## src/rtl/hazard_scoreboard_pkg.sv

```systemverilog
// hazard_scoreboard_pkg
//   Shared definitions for the hazard scoreboard slice: RV32 major opcodes,
//   default counter width, operand-format enum and opcode classifier.
package hazard_scoreboard_pkg;

  localparam logic [6:0] OP_LUI    = 7'b0110111;
  localparam logic [6:0] OP_AUIPC  = 7'b0010111;
  localparam logic [6:0] OP_JAL    = 7'b1101111;
  localparam logic [6:0] OP_JALR   = 7'b1100111;
  localparam logic [6:0] OP_BRANCH = 7'b1100011;
  localparam logic [6:0] OP_LOAD   = 7'b0000011;
  localparam logic [6:0] OP_STORE  = 7'b0100011;
  localparam logic [6:0] OP_IM_ALU = 7'b0010011;
  localparam logic [6:0] OP_ALU_R  = 7'b0110011;

  localparam int unsigned CNT_W_DEF = 2;

  // Which register fields an instruction format actually uses.
  typedef enum logic [2:0] {
    FMT_NONE,
    FMT_RD,
    FMT_RS1_RD,
    FMT_RS1_RS2,
    FMT_RS1_RS2_RD
  } opnd_fmt_e;

  function automatic opnd_fmt_e classify(input logic [6:0] opcode);
    opnd_fmt_e f;
    case (opcode)
      OP_LUI, OP_AUIPC, OP_JAL:      f = FMT_RD;
      OP_JALR, OP_LOAD, OP_IM_ALU:   f = FMT_RS1_RD;
      OP_BRANCH, OP_STORE:           f = FMT_RS1_RS2;
      OP_ALU_R:                      f = FMT_RS1_RS2_RD;
      default:                       f = FMT_NONE;
    endcase
    return f;
  endfunction

endpackage

```

## src/rtl/hazard_scoreboard_operand_decode.sv

```systemverilog
// operand_decode
//   Combinational decode of an instruction word into its register operands.
//   A field equal to x0 is reported as unused.
//   Ports:
//     IR          in  32  instruction word
//     o_uses_rs1  out 1   rs1 is a real source operand
//     o_uses_rs2  out 1   rs2 is a real source operand
//     o_uses_rd   out 1   rd is a real destination
//     o_rs1/o_rs2/o_rd out 5 register fields
module operand_decode
  import hazard_scoreboard_pkg::*;
(
  input  logic [31:0] IR,
  output logic        o_uses_rs1,
  output logic        o_uses_rs2,
  output logic        o_uses_rd,
  output logic [4:0]  o_rs1,
  output logic [4:0]  o_rs2,
  output logic [4:0]  o_rd
);

  opnd_fmt_e w_fmt;
  logic      w_fmt_rs1;
  logic      w_fmt_rs2;
  logic      w_fmt_rd;
  logic      w_unused_ir;

  assign w_unused_ir = &{IR[31:25], IR[14:12]};

  assign o_rs1 = IR[19:15];
  assign o_rs2 = IR[24:20];
  assign o_rd  = IR[11:7];

  always_comb begin
    w_fmt     = classify(IR[6:0]);
    w_fmt_rs1 = 1'b0;
    w_fmt_rs2 = 1'b0;
    w_fmt_rd  = 1'b0;
    case (w_fmt)
      FMT_RD:         w_fmt_rd = 1'b1;
      FMT_RS1_RD:     begin w_fmt_rs1 = 1'b1; w_fmt_rd = 1'b1; end
      FMT_RS1_RS2:    begin w_fmt_rs1 = 1'b1; w_fmt_rs2 = 1'b1; end
      FMT_RS1_RS2_RD: begin w_fmt_rs1 = 1'b1; w_fmt_rs2 = 1'b1; w_fmt_rd = 1'b1; end
      default:        ;
    endcase
  end

  assign o_uses_rs1 = w_fmt_rs1 & (o_rs1 != 5'd0);
  assign o_uses_rs2 = w_fmt_rs2 & (o_rs2 != 5'd0);
  assign o_uses_rd  = w_fmt_rd  & (o_rd  != 5'd0);

endmodule

```

## src/rtl/hazard_scoreboard.sv

```systemverilog
// hazard_scoreboard
//   Per-register pending-write scoreboard driving the read-stage stall.
//   Counters increment on issue of an rd writer, decrement on writeback.
//   Optional macro WB_BYPASS_EN: a RAW on a register whose last pending
//   write is being written back this cycle does not stall (read-stage
//   bypass supplies the value).
//   Ports:
//     clk, rst       clock / async active-high reset
//     IR, v_in       instruction and valid from fetch
//     r_in           downstream ready
//     v_wb, WB_address writeback port
//     flush          discard all in-flight writes
//     stall, issue   combinational handshake outputs
//     busy           per-register nonzero-counter flags
//     sb_err         sticky underflow flag
module hazard_scoreboard
  import hazard_scoreboard_pkg::*;
#(
  parameter int unsigned CNT_W = CNT_W_DEF,
  parameter int unsigned NREG  = 32
) (
  input  logic            clk,
  input  logic            rst,
  input  logic [31:0]     IR,
  input  logic            v_in,
  input  logic            r_in,
  input  logic            v_wb,
  input  logic [4:0]      WB_address,
  input  logic            flush,
  output logic            stall,
  output logic            issue,
  output logic [NREG-1:0] busy,
  output logic            sb_err
);

  logic [CNT_W-1:0] r_cnt [1:NREG-1];
  logic             r_sb_err;

  logic             w_uses_rs1, w_uses_rs2, w_uses_rd;
  logic [4:0]       w_rs1, w_rs2, w_rd;

  logic [NREG-1:0]  w_nz, w_max, w_one, w_zero, w_inc, w_dec;
  logic [31:0]      w_nz_all, w_max_all, w_byp_all;
  logic             w_raw, w_struct;

  operand_decode u_dec (
    .IR         (IR),
    .o_uses_rs1 (w_uses_rs1),
    .o_uses_rs2 (w_uses_rs2),
    .o_uses_rd  (w_uses_rd),
    .o_rs1      (w_rs1),
    .o_rs2      (w_rs2),
    .o_rd       (w_rd)
  );

  // Per-register status vectors; x0 has no counter and reads as idle.
  always_comb begin
    w_nz   = '0;
    w_max  = '0;
    w_one  = '0;
    w_zero = '0;
    w_zero[0] = 1'b1;
    for (int unsigned i = 1; i < NREG; i++) begin
      w_nz[i]   = (r_cnt[i] != '0);
      w_max[i]  = (r_cnt[i] == '1);
      w_one[i]  = (r_cnt[i] == CNT_W'(1));
      w_zero[i] = (r_cnt[i] == '0);
    end
  end

  // Pad to the 5-bit register index space so field lookups stay in range.
  always_comb begin
    w_nz_all  = '0;
    w_max_all = '0;
    w_byp_all = '0;
    w_nz_all[NREG-1:0]  = w_nz;
    w_max_all[NREG-1:0] = w_max;
`ifdef WB_BYPASS_EN
    if (v_wb && (WB_address != 5'd0) && w_one[WB_address])
      w_byp_all[WB_address] = 1'b1;
`endif
  end

  assign w_raw    = (w_uses_rs1 & w_nz_all[w_rs1] & ~w_byp_all[w_rs1]) |
                    (w_uses_rs2 & w_nz_all[w_rs2] & ~w_byp_all[w_rs2]);
  assign w_struct = w_uses_rd & w_max_all[w_rd];

  assign stall = v_in & ~flush & (w_raw | w_struct);
  assign issue = v_in & r_in & ~stall & ~flush;

  always_comb begin
    w_inc = '0;
    w_dec = '0;
    for (int unsigned i = 1; i < NREG; i++) begin
      w_inc[i] = issue & w_uses_rd & (w_rd == 5'(i));
      w_dec[i] = v_wb & (WB_address == 5'(i));
    end
  end

  always_ff @(posedge clk or posedge rst) begin
    if (rst) begin
      for (int unsigned i = 1; i < NREG; i++) r_cnt[i] <= '0;
    end else if (flush) begin
      for (int unsigned i = 1; i < NREG; i++) r_cnt[i] <= '0;
    end else begin
      for (int unsigned i = 1; i < NREG; i++) begin
        if (w_inc[i] && !w_dec[i])
          r_cnt[i] <= r_cnt[i] + CNT_W'(1);
        else if (w_dec[i] && !w_inc[i] && !w_zero[i])
          r_cnt[i] <= r_cnt[i] - CNT_W'(1);
      end
    end
  end

  always_ff @(posedge clk or posedge rst) begin
    if (rst)
      r_sb_err <= 1'b0;
    else if (!flush && |(w_dec & w_zero))
      r_sb_err <= 1'b1;
  end

  assign busy   = w_nz;
  assign sb_err = r_sb_err;

endmodule

```

## config.mk

```make
export PLATFORM = sky130hd
export DESIGN_NAME = hazard_scoreboard
export DESIGN_NICKNAME = d
export VERILOG_FILES = /design/src/rtl/hazard_scoreboard_pkg.sv /design/src/rtl/hazard_scoreboard_operand_decode.sv /design/src/rtl/hazard_scoreboard.sv
export SDC_FILE = /design/constraint.sdc
export NUM_CORES = 1
export LEC_CHECK = 0
export ABC_AREA = 1
export ABC_CLOCK_PERIOD_IN_PS = 4210
export BUFFER_PORTS_ARGS = -buffer_cell sky130_fd_sc_hd__buf_2
export CAP_MARGIN = 20
export CORE_MARGIN = 3
export CORE_UTILIZATION = 47
export CTS_BUF_LIST = sky130_fd_sc_hd__clkbuf_4
export CTS_CLUSTER_DIAMETER = 120
export DETAILED_ROUTE_END_ITERATION = 10
export PLACE_DENSITY_LB_ADDON = 0.05
export SLEW_MARGIN = 0
export SYNTH_ARGS = -nofsm -noshare
export SYNTH_HDL_FRONTEND = slang
export SYNTH_SLANG_ARGS = --single-unit
```

## constraint.sdc

```tcl
create_clock -name clk -period 4.21 [get_ports clk]
set_clock_uncertainty 0.15 [all_clocks]
set_input_delay 0 -clock clk [delete_from_list [all_inputs] [get_ports clk]]
set_output_delay 0 -clock clk [all_outputs]
set_load 0.02 [all_outputs]
```

==> flow_metrics.env <==
export IMPL_worstSetupStartpointType="flip-flop"
export IMPL_die_area_mm2=0.0154
export IMPL_drcViolationCount=0
export IMPL_drt_pass1_iter_count=5
export IMPL_via_per_inst=5.64
export IMPL_pwr_share_seq_pct=40.2
export IMPL_drv_slew=0
export IMPL_p_per_area_mw_per_mm2=246
export IMPL_fill_cells=1502
export IMPL_seq_area_frac_synth_pct=24.1
export IMPL_synth_distinct_cells=33
export IMPL_clock_latency_ps=470
export IMPL_leakagePower_nw=3.78
export IMPL_die_h_um=124
export IMPL_max_stage_delay_ps=430
export IMPL_ys_flop_type="dfrtp_1"
export IMPL_multi_input_area_mm2=0.00414
export IMPL_max_slew_worst_pin_slew_ps=694
export IMPL_hold_path_class="in2async"
export IMPL_vias=7734
export IMPL_synth_edf_count=0
export IMPL_synth_common_cells="nand2_1, nor2_1, inv_1, nand3_1, nand4_1"
export IMPL_combPwrFrac_pct=36.0
export IMPL_irDropWorstVdd_v=0.000195
export IMPL_cts_tree="yes"
export IMPL_worst_ep_arrival_time_ps=3350
export IMPL_path_cells="nor2_1, inv_1, nand2_1, nand3_1, nand2_1, nand2_1, nand2_1, nand2_1, nand3_1, nand2_1, nand2_1, inv_1, nor2_4, buf_4, nand4_1, nand2_1, nand3_2, nor2_1, nor2_1"
export IMPL_seqCellArea_mm2=0.00158
export IMPL_fin_util_pct=53.2
export IMPL_setup_tns_ps=0
export IMPL_netlist_area_mm2=0.00656
export IMPL_grt_total_usage_pct=31.1
export IMPL_synthCells=1138
export IMPL_grt_pass1_vias=7057
export IMPL_io_buffers=66
export IMPL_timing_hold_violations_final=0
export IMPL_io_pins=78
export IMPL_clockRootBuffer="clkbuf_4"
export IMPL_cpLargestDelayFamily="simple AND/OR/NAND/NOR gates"
export IMPL_cts_setup_buffers=0
export IMPL_wl_per_cell_um=16.9
export IMPL_min_period_ps=3150
export IMPL_grt_pass1_wl_mm=36.7
export IMPL_h_tree_depth=3
export IMPL_numCtsBuffers=9
export IMPL_synth_nets=1181
export IMPL_reg2reg_depth=19
export IMPL_synth_most_common_cell="nand2_1"
export IMPL_clock_path_buffers=2
export IMPL_die_w_um=124
export IMPL_synth_top_area_cell="dfrtp_1"
export IMPL_syn_area_per_cell_um2=5.76
export IMPL_setup_viol=0
export IMPL_ys_seq_elements=63
export IMPL_p_sw_share_pct=42.5
export IMPL_holdWs_ps=35.9
export IMPL_yosys_warnings=0
export IMPL_finalCritPeriodShare_pct=74.9
export IMPL_p_sw_uw=749
export IMPL_drive_above_1_share_pct=12.6
export IMPL_drt_initial_drc_count=799
export IMPL_maxCapViolations=0
export IMPL_core_mm2=0.0135
export IMPL_r2r_slack_ps=1060
export IMPL_p_int_mw=1.02
export IMPL_grt_overflow=0
export IMPL_synth_area_top_cells="dfrtp_1, nand2_1, nor2_1, nand4_1, nand3_1"
export IMPL_cts_repair_resized=0
export IMPL_synth_async_reset_ratio_pct=100
export IMPL_end_kind="flip-flop"
export IMPL_area_growth_synth_to_final_pct=9.26
export IMPL_timing_rr_end="r_cnt[23]$_DFFE_PP0P_"
export IMPL_rows=42
export IMPL_cts_sinks=63
export IMPL_max_freq_ghz=0.317
export IMPL_power_share_clock_pct=23.8
export IMPL_yosys_area_top_type_share_pct=24.1
export IMPL_status="finished clean"
export IMPL_crit_top_cell="nand2_1"
export IMPL_crit_slowest_cell="dfrtp_1"
export IMPL_cp_num_buf_inv=3
export IMPL_rsz0062_at_grt="no"
export IMPL_required_ps=4410
export IMPL_clkTransAtPathRegs_ps=130
export IMPL_grt_max_degree=98
export IMPL_final_nets=1234
export IMPL_place_gp_congestion=0.971
export IMPL_dp_hpwl_mm=17.2
export IMPL_grt_antenna_before_repair=0
export IMPL_crit_fanout=32
export IMPL_routed_wl_mm=23.2
export IMPL_antenna_cells=0
export IMPL_slew_headroom_pct=53.7
export IMPL_r2r_start="r_cnt[22]$_DFFE_PP0P_"
export IMPL_critical_path_class="reg2reg"
export IMPL_detail_route_antenna_nets=0
export IMPL_initial_core_util_pct=48.7
## worst max-delay path by stage
stage                     startpoint               endpoint  slack [ps]  cells after the start
4_1_cts        r_cnt[22]$_DFFE_PP0P_                  stall        1130                     16
5_1_grt         r_cnt[6]$_DFFE_PP0P_  r_cnt[22]$_DFFE_PP0P_         750                     17
6_report       r_cnt[22]$_DFFE_PP0P_  r_cnt[23]$_DFFE_PP0P_        1060                     19
2_1_floorplan  r_cnt[10]$_DFFE_PP0P_  r_cnt[33]$_DFFE_PP0P_        1880                     17
3_3_place_gp   r_cnt[22]$_DFFE_PP0P_  r_cnt[19]$_DFFE_PP0P_        1170                     19
3_5_place_dp   r_cnt[22]$_DFFE_PP0P_  r_cnt[41]$_DFFE_PP0P_        1170                     19
## power groups by stage
stage | sequential, mW | clock [mW] | combinational [mW]
after global routing | 0.719 | 0.460 | 0.703
after CTS | 0.708 | 0.437 | 0.624
after floorplan | 0.710 | 0 | 0.426
after global placement | 0.719 | 0 | 0.617
final | 0.709 | 0.421 | 0.635
after detailed placement | 0.721 | 0 | 0.620
## logic make-up after synthesis
kind of cell | after synthesis | share of synthesized area, %
AND/OR/NAND/NOR | 823 | 58.9
buffers and inverters | 202 | 12.8
flip-flops | 63 | 24.1
AO/OA/AOI/OAI | 49 | 4.12
other | 1 | 0.0572
## layout by cell type (no fill, tap or decap), drive strengths merged
| cell type | n |
|---|---|
| a211oi | 1 |
| a21oi | 17 |
| a221oi | 3 |
| buf | 78 |
| bufinv | 1 |
| clkbuf | 10 |
| clkinv | 7 |
| conb | 1 |
| dfrtp | 63 |
| dlygate4sd3 | 3 |
| inv | 161 |
| nand2 | 330 |
| nand3 | 158 |
| nand4 | 113 |
| nor2 | 215 |
| nor3 | 2 |
| nor3b | 1 |
| nor4 | 1 |
| o21ai | 21 |
| o221ai | 1 |
| o22ai | 6 |
| or2 | 3 |
## what timing repair did
action,CTS,global route
hold buffers,3,0
setup endpoints to repair,0,0
endpoints found under the hold margin,45,0
## state kept, by name, indices dropped and copies added, names as in the netlist
register,count
sb_err,1
r_cnt,62
## per-layer routing
metal	GRT usage [%]	up-vias	wire length, µm
li1	-	3811	-
met1	41.6	3490	9900
met3	6.49	82	2130
met2	47.5	351	10100
met5	0	-	0
met4	15.9	0	1070
## final cells by class
| cell class | count | share of cell area [%] |
|---|---|---|
| flip-flops and latches | 63 | 22.0 |
| well taps | 176 | 3.07 |
| multi-input cells | 873 | 57.8 |
| clock inverters | 6 | 0.716 |
| inverters | 163 | 8.56 |
| clock buffers | 10 | 1.05 |
| repair buffers | 81 | 6.74 |
## metrics by stage
stage / cells / total power, mW / setup WS [ps] / instance area (µm²)
3_5_place_dp: 1352 / 1.34 / 1170 / 6980
5_1_grt: 1372 / 1.88 / 751 / 7160
3_3_place_gp: 1352 / 1.34 / 1170 / 6980
4_1_cts: 1371 / 1.77 / 1130 / 7130
2_1_floorplan: 1138 / 1.14 / 1880 / 6560
6_report: 1372 / 1.76 / 1060 / 7160
## worst register-to-register path: stages (launching register included)
cell and delay, ps:
dfrtp_1 430, nor2_1 340, inv_1 240, nand2_1 110, nand3_1 70, nand2_1 60
nand2_1 50, nand2_1 60, nand2_1 40, nand3_1 60, nand2_1 120, nand2_1 150
inv_1 80, nor2_4 70, buf_4 400, nand4_1 230, nand2_1 150, nand3_2 100
nor2_1 110, nor2_1 50
Power figures use the tool's default switching activity.
